<file path="src/rtl/cpu_defs.sv">
// Shared LA32R front-end types: fetch bundle, IF-stage FSM encoding, widths.
// Combinational definitions only; no latency or backpressure of their own.
package cpu_defs;

  localparam int INST_W = 32;
  localparam int PC_W   = 32;
  localparam logic [PC_W-1:0] RESET_PC_DEF = 32'h1C00_0000;

  typedef struct packed {
    logic [INST_W-1:0] inst;
    logic [PC_W-1:0]   pc;
  } fetch_bundle_t;

  typedef enum logic {
    IF_IDLE  = 1'b0,
    IF_FETCH = 1'b1
  } if_state_t;

endpackage

</file>
<file path="src/rtl/if_fetch_stage_if.sv">
// Fetch-stage bundle: ROM request/response, redirect input and ID-facing valid/ready.
// master = fetch stage, slave = ROM/ID/branch environment; no timing of its own.
interface if_fetch_stage_if;
  import cpu_defs::*;

  logic              irom_req;
  logic [PC_W-1:0]   irom_addr;
  logic              irom_gnt;
  logic              irom_rvalid;
  logic [INST_W-1:0] irom_rdata;
  logic              redirect_valid;
  logic [PC_W-1:0]   redirect_pc;
  logic              id_ready;
  logic              id_valid;
  logic [INST_W-1:0] id_inst;
  logic [PC_W-1:0]   id_pc;

  modport master (
    output irom_req, irom_addr, id_valid, id_inst, id_pc,
    input  irom_gnt, irom_rvalid, irom_rdata, redirect_valid, redirect_pc, id_ready
  );

  modport slave (
    input  irom_req, irom_addr, id_valid, id_inst, id_pc,
    output irom_gnt, irom_rvalid, irom_rdata, redirect_valid, redirect_pc, id_ready
  );

endinterface

</file>
<file path="src/rtl/if_inst_queue.sv">
// Instruction queue of {inst, pc}: push visible at head one cycle later, registered head.
// No internal backpressure; the caller bounds occupancy so push never meets a full queue.
module if_inst_queue
  import cpu_defs::*;
#(
  parameter  int DEPTH = 2,
  localparam int AW    = $clog2(DEPTH),
  localparam int CW    = AW + 1
) (
  input  logic          cpu_clk,
  input  logic          cpu_rstn,
  input  logic          push,
  input  fetch_bundle_t push_dat,
  input  logic          pop,
  input  logic          flush,
  output logic [CW-1:0] cnt,
  output fetch_bundle_t head
);

  fetch_bundle_t mem [DEPTH];
  logic [AW-1:0] rd_ptr;
  logic [AW-1:0] wr_ptr;
  logic [CW-1:0] cnt_q;

  always_ff @(posedge cpu_clk or negedge cpu_rstn) begin
    if (!cpu_rstn) begin
      rd_ptr <= '0;
      wr_ptr <= '0;
      cnt_q  <= '0;
      for (int i = 0; i < DEPTH; i++) mem[i] <= '0;
    end else if (flush) begin
      rd_ptr <= '0;
      wr_ptr <= '0;
      cnt_q  <= '0;
    end else begin
      if (push) begin
        mem[wr_ptr] <= push_dat;
        wr_ptr      <= wr_ptr + 1'b1;
      end
      if (pop) rd_ptr <= rd_ptr + 1'b1;
      cnt_q <= cnt_q + CW'(push) - CW'(pop);
    end
  end

  assign cnt  = cnt_q;
  assign head = mem[rd_ptr];

  a_no_push_full: assert property (@(posedge cpu_clk) disable iff (!cpu_rstn)
    push |-> (cnt_q < CW'(DEPTH)));

endmodule

</file>
<file path="src/rtl/if_fetch_stage.sv">
// LA32R IF stage: in-order ROM fetch, grant->rvalid k cycles, id_valid one cycle after rvalid.
// id_ready low holds the queue head; requests stop once pend+drop+cnt reaches IQ_DEPTH.
module if_fetch_stage
  import cpu_defs::*;
#(
  parameter logic [PC_W-1:0] RESET_PC = RESET_PC_DEF,
  parameter int              IQ_DEPTH = 2
) (
  input logic               cpu_clk,
  input logic               cpu_rstn,
  if_fetch_stage_if.master  bus
);

  localparam int CW = $clog2(IQ_DEPTH) + 1;
  localparam int OW = CW + 2;

  if_state_t       state_q;
  if_state_t       state_d;
  logic [PC_W-1:0] fetch_pc;
  logic [PC_W-1:0] resp_pc;
  logic [CW-1:0]   pend;
  logic [CW-1:0]   drop;
  logic [CW-1:0]   cnt;
  logic [OW-1:0]   occ;
  logic [CW-1:0]   drop_sum;
  logic [CW-1:0]   drop_redir;
  logic            req;
  logic            fire;
  logic            rsp_keep;
  logic            rsp_drop;
  logic            id_vld;
  fetch_bundle_t   head;
  fetch_bundle_t   push_dat;

  // Occupancy counts every slot that a granted fetch may still land in.
  assign occ = OW'(pend) + OW'(drop) + OW'(cnt);

  always_comb begin
    state_d = state_q;
    req     = 1'b0;
    case (state_q)
      IF_IDLE:  state_d = IF_FETCH;
      IF_FETCH: req = !bus.redirect_valid && (occ < OW'(IQ_DEPTH));
    endcase
  end

  assign fire     = req && bus.irom_gnt;
  assign rsp_keep = bus.irom_rvalid && !bus.redirect_valid && (drop == '0) && (pend != '0);
  assign rsp_drop = bus.irom_rvalid && !bus.redirect_valid && (drop != '0);

  // Everything still in flight at a redirect becomes stale; a word arriving now is one of them.
  always_comb begin
    drop_sum   = drop + pend;
    drop_redir = drop_sum;
    if (bus.irom_rvalid && (drop_sum != '0)) drop_redir = drop_sum - 1'b1;
  end

  always_ff @(posedge cpu_clk or negedge cpu_rstn) begin
    if (!cpu_rstn) begin
      state_q  <= IF_IDLE;
      fetch_pc <= RESET_PC;
      resp_pc  <= RESET_PC;
      pend     <= '0;
      drop     <= '0;
    end else begin
      state_q <= state_d;
      if (bus.redirect_valid) begin
        fetch_pc <= bus.redirect_pc & ~PC_W'(3);
        resp_pc  <= bus.redirect_pc & ~PC_W'(3);
        pend     <= '0;
        drop     <= drop_redir;
      end else begin
        if (fire)     fetch_pc <= fetch_pc + PC_W'(4);
        if (rsp_keep) resp_pc  <= resp_pc + PC_W'(4);
        pend <= pend + CW'(fire) - CW'(rsp_keep);
        if (rsp_drop) drop <= drop - 1'b1;
      end
    end
  end

  assign push_dat = '{inst: bus.irom_rdata, pc: resp_pc};
  assign id_vld   = (cnt != '0) && !bus.redirect_valid;

  if_inst_queue #(.DEPTH(IQ_DEPTH)) u_queue (
    .cpu_clk  (cpu_clk),
    .cpu_rstn (cpu_rstn),
    .push     (rsp_keep),
    .push_dat (push_dat),
    .pop      (id_vld && bus.id_ready),
    .flush    (bus.redirect_valid),
    .cnt      (cnt),
    .head     (head)
  );

  assign bus.irom_req  = req;
  assign bus.irom_addr = fetch_pc;
  assign bus.id_valid  = id_vld;
  assign bus.id_inst   = head.inst;
  assign bus.id_pc     = head.pc;

  a_rvalid_expected: assert property (@(posedge cpu_clk) disable iff (!cpu_rstn)
    bus.irom_rvalid |-> ((OW'(pend) + OW'(drop)) != '0));

endmodule

</file>
<file path="src/flat_wrapper.sv">
// flat-port wrapper written by rule: the top's interface ports become plain ports
module if_fetch_stage_flat import cpu_defs::*;
#(
  parameter logic [PC_W-1:0] RESET_PC = RESET_PC_DEF,
  parameter int              IQ_DEPTH = 2
)
  (cpu_clk, cpu_rstn, bus_irom_req, bus_irom_addr, bus_id_valid, bus_id_inst, bus_id_pc, bus_irom_gnt, bus_irom_rvalid, bus_irom_rdata, bus_redirect_valid, bus_redirect_pc, bus_id_ready);
  if_fetch_stage_if bus_i ();
  input logic cpu_clk;
  input logic cpu_rstn;
  output wire logic [$bits(bus_i.irom_req)-1:0] bus_irom_req;
  output wire logic [$bits(bus_i.irom_addr)-1:0] bus_irom_addr;
  output wire logic [$bits(bus_i.id_valid)-1:0] bus_id_valid;
  output wire logic [$bits(bus_i.id_inst)-1:0] bus_id_inst;
  output wire logic [$bits(bus_i.id_pc)-1:0] bus_id_pc;
  input wire logic [$bits(bus_i.irom_gnt)-1:0] bus_irom_gnt;
  input wire logic [$bits(bus_i.irom_rvalid)-1:0] bus_irom_rvalid;
  input wire logic [$bits(bus_i.irom_rdata)-1:0] bus_irom_rdata;
  input wire logic [$bits(bus_i.redirect_valid)-1:0] bus_redirect_valid;
  input wire logic [$bits(bus_i.redirect_pc)-1:0] bus_redirect_pc;
  input wire logic [$bits(bus_i.id_ready)-1:0] bus_id_ready;
  assign bus_irom_req = bus_i.irom_req;
  assign bus_irom_addr = bus_i.irom_addr;
  assign bus_id_valid = bus_i.id_valid;
  assign bus_id_inst = bus_i.id_inst;
  assign bus_id_pc = bus_i.id_pc;
  assign bus_i.irom_gnt = bus_irom_gnt;
  assign bus_i.irom_rvalid = bus_irom_rvalid;
  assign bus_i.irom_rdata = bus_irom_rdata;
  assign bus_i.redirect_valid = bus_redirect_valid;
  assign bus_i.redirect_pc = bus_redirect_pc;
  assign bus_i.id_ready = bus_id_ready;
  if_fetch_stage #(.RESET_PC(RESET_PC), .IQ_DEPTH(IQ_DEPTH)) u_core (.cpu_clk(cpu_clk), .cpu_rstn(cpu_rstn), .bus(bus_i));
endmodule
</file>
<file path="config.mk">
export PLATFORM = sky130hd
export DESIGN_NAME = if_fetch_stage_flat
export DESIGN_NICKNAME = d
export VERILOG_FILES = /design/src/rtl/cpu_defs.sv /design/src/rtl/if_fetch_stage_if.sv /design/src/rtl/if_inst_queue.sv /design/src/rtl/if_fetch_stage.sv /design/src/flat_wrapper.sv
export SDC_FILE = /design/constraint.sdc
export NUM_CORES = 1
export LEC_CHECK = 0
export BUFFER_PORTS_ARGS = -buffer_cell sky130_fd_sc_hd__buf_2
export CAP_MARGIN = 20
export CORE_ASPECT_RATIO = 0.9
export CORE_MARGIN = 1
export CORE_UTILIZATION = 44
export DETAILED_ROUTE_END_ITERATION = 7
export PLACE_DENSITY_LB_ADDON = 0.12
export SLEW_MARGIN = 25
export SYNTH_ARGS = -nofsm -noshare
export SYNTH_HDL_FRONTEND = slang
export SYNTH_SLANG_ARGS = --single-unit
</file>
<file path="constraint.sdc">
create_clock -name cpu_clk -period 3.12 [get_ports cpu_clk]
set_clock_uncertainty 0.05 [all_clocks]
set_input_delay 0.156 -clock cpu_clk [delete_from_list [all_inputs] [get_ports cpu_clk]]
set_output_delay 0.156 -clock cpu_clk [all_outputs]
set_load 0.01 [all_outputs]
</file>
Word-level counts from Yosys, hierarchy flattened:

Cells that the tools add are included.
W data, S select, Z words.

* flip-flop bits (word level): 201
* bits of input ports: 70
* output and inout port bits: 98
* logic and storage cells: 73

* add/sub/neg operators: 13
* order comparisons: 4
* muxes and demuxes: 20
* bitwise operators: 3
* reduce and logical (&&, ||, !) cells: 21

Operator list (count)
* $mux W64: 4
* $bwmux W128: 1
* $mux W32: 4
* $add A32 B3 Y32 const B: 2
* $demux W64 S1: 1
* $reduce_bool A2 Y1: 8
* $logic_and A1 B1 Y1: 10
* $mux W2: 5
* $mux W1: 5
* $add A2 B1 Y2: 2
* $add A4 B2 Y4: 1
* $ge A2 B2 Y1 const B: 2
* $lt A4 B2 Y1 const B: 1
* $not A1 Y2: 2
* $sub A2 B1 Y2: 2
* $sub A2 B1 Y2 const B: 2
* $add A2 B2 Y3: 1
* $add A1 B1 Y1 const B: 2
* $add A2 B2 Y2: 1
* $logic_not A2 Y1: 1
* $lt A2 B1 Y1 const B: 1
* $reduce_and A2 Y1: 1
* $logic_not A1 Y1: 1
* $not A1 Y1: 1

Logic depth before layout (Yosys ltp):

* depth after elaboration: 9
* depth in mapped cells: 13
* mapped depth without buffers: 12

By module:

A second synthesis with hierarchy kept.

* cells, all modules: 810
* area total of the unflattened synthesis: 10332.4 um^2

Modules (own cells, without submodules)
* if_inst_queue: times used 1, cells an instance 358, area an instance 6138.4 um^2, seq. area each 3303.2 um^2
* if_fetch_stage: times used 1, cells an instance 452, area an instance 4194.0 um^2, seq. area each 1634.1 um^2

Worst setup path after synthesis:

Ideal clock, no wire load.

* kind: register -> register
* from: register u_core.pend[0]
* to: register u_core.fetch_pc[30], in the netlist u_core.bus.irom_addr[30]
* setup time: 82 ps
* arrival: 2987 ps
* data required time: 2988 ps
* path slack: 1 ps
* stages on the path, launching flop included: 10
* path buffers: 0
* period minus slack after synthesis: 3119 ps
* cell sequence: dfrtp_1 > ha_1 > inv_1 > fa_1 > fa_1 > nand3b_4 > nor4_4 > nand2_2 > or4_1 > a31oi_1

* longest elaborated chain between the ends: 7

Ends and longest elaborated chain
* start: declaration: RTL line if_fetch_stage.sv:21 `logic [CW-1:0] pend;`
* start signal: assignment: RTL line if_fetch_stage.sv:75 `pend <= pend + CW'(fire) - CW'(rsp_keep);`
* $add A2 B2 Y3: RTL line if_fetch_stage.sv:36 `assign occ = OW'(pend) + OW'(drop) + OW'(cnt);`
* $add A4 B2 Y4: RTL line if_fetch_stage.sv:36
* $lt A4 B2 Y1: RTL line if_fetch_stage.sv:43 `IF_FETCH: req = !bus.redirect_valid && (occ < OW'(IQ_DEPTH));`
* $logic_and A1 B1 Y1: RTL line if_fetch_stage.sv:43
* $mux W1: RTL line if_fetch_stage.sv:41 `case (state_q)`
* $logic_and A1 B1 Y1: RTL line if_fetch_stage.sv:47 `assign fire = req && bus.irom_gnt;`
* $reduce_bool A2 Y1 (no line)
* end signal: assignment: RTL line if_fetch_stage.sv:68 `fetch_pc <= bus.redirect_pc & ~PC_W'(3);`
* end signal: assignment: RTL line if_fetch_stage.sv:73 `if (fire) fetch_pc <= fetch_pc + PC_W'(4);`
* end: declaration: RTL line if_fetch_stage.sv:19 `logic [PC_W-1:0] fetch_pc;`

No other way between the ends.
A chain may end at the register's enable or synchronous reset.

Worst setup path after layout:

* from: register u_core.drop[0]
* to: register u_core.fetch_pc[27], in the netlist u_core.bus.irom_addr[27]

* longest elaborated chain between the ends: 7

Ends and longest elaborated chain
* start: declaration: RTL line if_fetch_stage.sv:22 `logic [CW-1:0] drop;`
* start signal: assignment: RTL line if_fetch_stage.sv:71 `drop <= drop_redir;`
* start signal: assignment: RTL line if_fetch_stage.sv:76 `if (rsp_drop) drop <= drop - 1'b1;`
* $add A2 B2 Y3: RTL line if_fetch_stage.sv:36
* $add A4 B2 Y4: RTL line if_fetch_stage.sv:36
* $lt A4 B2 Y1: RTL line if_fetch_stage.sv:43
* $logic_and A1 B1 Y1: RTL line if_fetch_stage.sv:43
* $mux W1: RTL line if_fetch_stage.sv:41
* $logic_and A1 B1 Y1: RTL line if_fetch_stage.sv:47
* $reduce_bool A2 Y1 (no line)

No other way between the ends.

==> metrics.log <==
INFO  metric timing.max_slew.rel_slack = 0.438
INFO  metric worst_r2r_path_depth = 10
INFO  metric stdcell_count = 1270
INFO  metric first_global_vias = slightly above 7000
INFO  metric hold_path.class = in -> reg
INFO  metric place_hpwl = 15.5 mm
INFO  metric timing.final.setup_violations = 0
INFO  metric final.period_utilization = 0.975
INFO  metric netSwitchingFraction = 0.300
INFO  metric timing.critical_path.to_type = flop
INFO  metric worstHoldPathCells = 3
INFO  metric final_cell_mix = mux2_2 (206), dfrtp_1 (186), buf_2 (160), dlygate4sd3_1 (59), nand2_1 (30)
INFO  metric worstPathArrival = ~3.3 ns
INFO  metric setup.worst_path.class = reg -> reg
INFO  metric dominantRegCellSynth = dfrtp_1
INFO  metric clock_tree.htree_level_count = 4
INFO  metric combinational_fraction_of_design_power = 0.258
INFO  metric num-nets-final = 1053
INFO  metric cts_root_buffer = clkbuf_16
INFO  metric post_drt_via_cell_ratio = 5.30
INFO  metric worstPathMaxFanout = 10
INFO  metric irDropWorstVdd = 0.390 mV
INFO  metric postSynth.asyncResetShare = 1.00
INFO  metric postPlaceCellArea = 10600 um2
INFO  metric worst-slew-pin-transition = 0.836 ns
INFO  metric grt_overflow = 0
INFO  metric cts_max_path_buffers = 2
INFO  metric grt_antenna_before_repair = 0
INFO  metric routed_wl = 22.3 mm
INFO  metric max_clock_freq = between 300 and 400 MHz
INFO  metric die_width = 156 um
INFO  metric synth-seq-area-share = 0.515
INFO  metric vias = 6735
INFO  metric io_buffers = 161
INFO  metric wire_length_of_the_first_global_routing_pass = 36.1 mm
INFO  metric place.gp.congestion = 0.862
INFO  metric finalSetupTns = 0 ns
INFO  metric area_of_the_mapped_netlist = 9390 um2
INFO  metric outcome = completed
INFO  metric antenna-diode-count = 0
INFO  metric layout.cells.most_common = mux2_2
INFO  metric share_seq_of_total_power = 0.442
INFO  metric num_rows = 50
INFO  metric grt_max_degree = 94
INFO  metric grt_setup_unrepaired = true
INFO  metric count_of_flip_flops_with_a_built_in_enable_after_synthesis = 0
INFO  metric dieHeight = roughly 140 um
INFO  metric switching_power_of_the_nets = 2.18 mW
INFO  metric clk_latency = around 0.43 ns
INFO  metric place_ws = -0.125 ns
INFO  metric avgSynthCellArea = 12.7 um2
INFO  metric initialDrtViolationCount = 264
INFO  metric yosysUniqueCellTypes = 59
INFO  metric post-route-drc-count = 0
INFO  metric die-area = 21900 um2
INFO  metric maxCapViolCount = 0
INFO  metric area_growth = 26.2%
INFO  metric synthesis.yosys.warnings = 0
INFO  metric post_synthesis_register_bit_count = 193
INFO  metric initial_core_util = 0.451
INFO  metric detail_route.wl_per_cell = 17.6 um
INFO  metric design.portCount = 168
INFO  metric pwr_density_cell = 614 nW/um2
INFO  metric startpoint_type = flop
INFO  metric timing.final.crit_period = 3.04 ns
INFO  metric layout_cells_sized_above_1 = 0.467
INFO  metric finalWorstSetupSlack = between 0.07 and 0.08 ns
INFO  metric track_usage = 0.211
INFO  metric internal_power = 5.09 mW
INFO  metric core-area = 20800 um2
INFO  metric first_pass_iteration_count_of_the_detailed_router = 5
INFO  metric fin_total_pwr = 7.28 mW
INFO  metric clkTransAtPathRegs = 0.08 ns
INFO  metric timing.final.hold_violations = 0
INFO  metric critical_path_required = 3.42 ns
INFO  metric tritoncts_clock_tree = built
INFO  metric final_cell_area = between 10000 and 15000 um2
INFO  metric synth_cells = 740
INFO  metric clock_buffer_count_from_cts = 17
INFO  metric timing_max_transition_violations_final = 0
INFO  metric dp.cells = 1174
INFO  metric count_of_antenna_violating_nets_left_after_detailed_routing = 0
INFO  metric tritoncts_num_sinks = 193
INFO  metric power.share.clock = 0.301
INFO  metric power.leakage = ~5.6 nW
==> kinds of logic after synthesis <==
kind of cell             synth area share
AO/OA/AOI/OAI                      0.0465
XOR/XNOR                           0.0420
adder cells (fa/ha/maj)            0.0176
buffers and inverters              0.0277
flip-flops                          0.515
multiplexers                        0.250
other                            0.000800
AND/OR/NAND/NOR                    0.0998
==> power groups by stage <==
stage	Clock (mW)	Combinational (mW)	Sequential (mW)
floorplan	0	1.15	3.18
global placement	0	1.76	3.22
detailed placement	0	1.81	3.26
CTS	2.25	1.88	3.21
global route	2.35	2.05	3.27
finish	2.19	1.87	3.21
==> worst paths after layout <==
path	start	to	slack, ns
worst min register to register	u_core.u_queue.mem[102]	u_core.u_queue.mem[102]	0.45
worst max-delay path	u_core.drop[0]	u_core.bus.irom_addr[27]	0.08
max in group asynchronous	cpu_rstn	u_core.bus.irom_addr[28]	1.81
min in group asynchronous	cpu_rstn	u_core.u_queue.mem[29]	0.29
worst min-delay path	bus_redirect_pc[28]	u_core.bus.irom_addr[28]	0.06
worst max register to register	u_core.drop[0]	u_core.bus.irom_addr[27]	0.08
==> repair_timing <==
action | 4_1_cts | 5_1_grt
pin swaps | 2 | 4
resized for setup | 4 | 12
buffers inserted | 0 | 5
hold endpoints to repair | 203 | 0
setup endpoints to repair | 16 | 21
hold buffers | 59 | 0
==> synth_stat cells, drive strengths merged, types with 3 or more instances <==
cell | instances | area [um2]
nand2b | 5 | 31.3
a31oi | 6 | 37.5
ha | 10 | 125
nor2b | 4 | 25.0
a21boi | 3 | 22.5
mux2 | 206 | 2320
o311ai | 6 | 52.6
nor2 | 28 | 108
and4 | 3 | 27.5
dfrtp | 187 | 4680
or4 | 6 | 48.8
nand3 | 28 | 153
inv | 17 | 63.8
a21oi | 13 | 65.1
and3 | 11 | 75.1
xor2 | 23 | 201
mux2i | 3 | 30.0
clkbuf | 15 | 86.3
o31a | 6 | 52.6
nand2 | 31 | 119
o211ai | 8 | 65.1
nor3 | 6 | 30.0
xnor2 | 22 | 193
dfstp | 6 | 158
o21ai | 12 | 60.1
and2 | 5 | 32.5
o31ai | 3 | 22.5
buf | 21 | 110
nor4 | 6 | 73.8
nand4 | 22 | 144
==> area by class of cell <==
class                           count  area [um2]
Fill cell                        1759        8990
Clock buffer                       18         439
Timing Repair Buffer              245        1640
Clock inverter                     14         148
Inverter                           17        65.1
Sequential cell                   193        4840
Multi-Input combinational cell    497        4350
Tap cell                          286         358
==> stage by stage <==
stage          hold slack (ns)  utilization
4_1_cts                 0.0367        0.565
3_5_place_dp             0.229        0.507
5_1_grt                 0.0621        0.569
2_1_floorplan           -0.190            -
6_report                0.0552        0.569
3_3_place_gp             0.217        0.507
==> critical path, stage by stage (launching register included) <==
cell	delay (ns)
dfrtp_1	0.37
ha_1	0.16
inv_2	0.04
fa_1	0.51
fa_1	0.56
nand3b_4	0.13
nor3b_4	0.27
nand3_2	0.11
buf_6	0.16
or4_1	0.40
a31oi_1	0.19
==> per-layer routing <==
| metal | GRT usage | share of wire | up-vias |
|---|---|---|---|
| li1 | - | - | 3128 |
| met1 | 0.263 | 0.44 | 3434 |
| met2 | 0.363 | 0.50 | 145 |
| met3 | 0.0387 | 0.035 | 28 |
| met4 | 0.0789 | 0.021 | 0 |
| met5 | 0 | 0 | - |
==> registers in the layout, summed over array words and instances (netlist names) <==
signal	flops
u_core.resp_pc	30
u_core.state_q	1
u_core.u_queue.mem	124
u_core.drop	2
u_core.u_queue.wr_ptr	1
u_core.pend	2
u_core.u_queue.cnt	2
u_core.bus.irom_addr	30
u_core.u_queue.rd_ptr	1
Power figures use the tool's default switching activity.
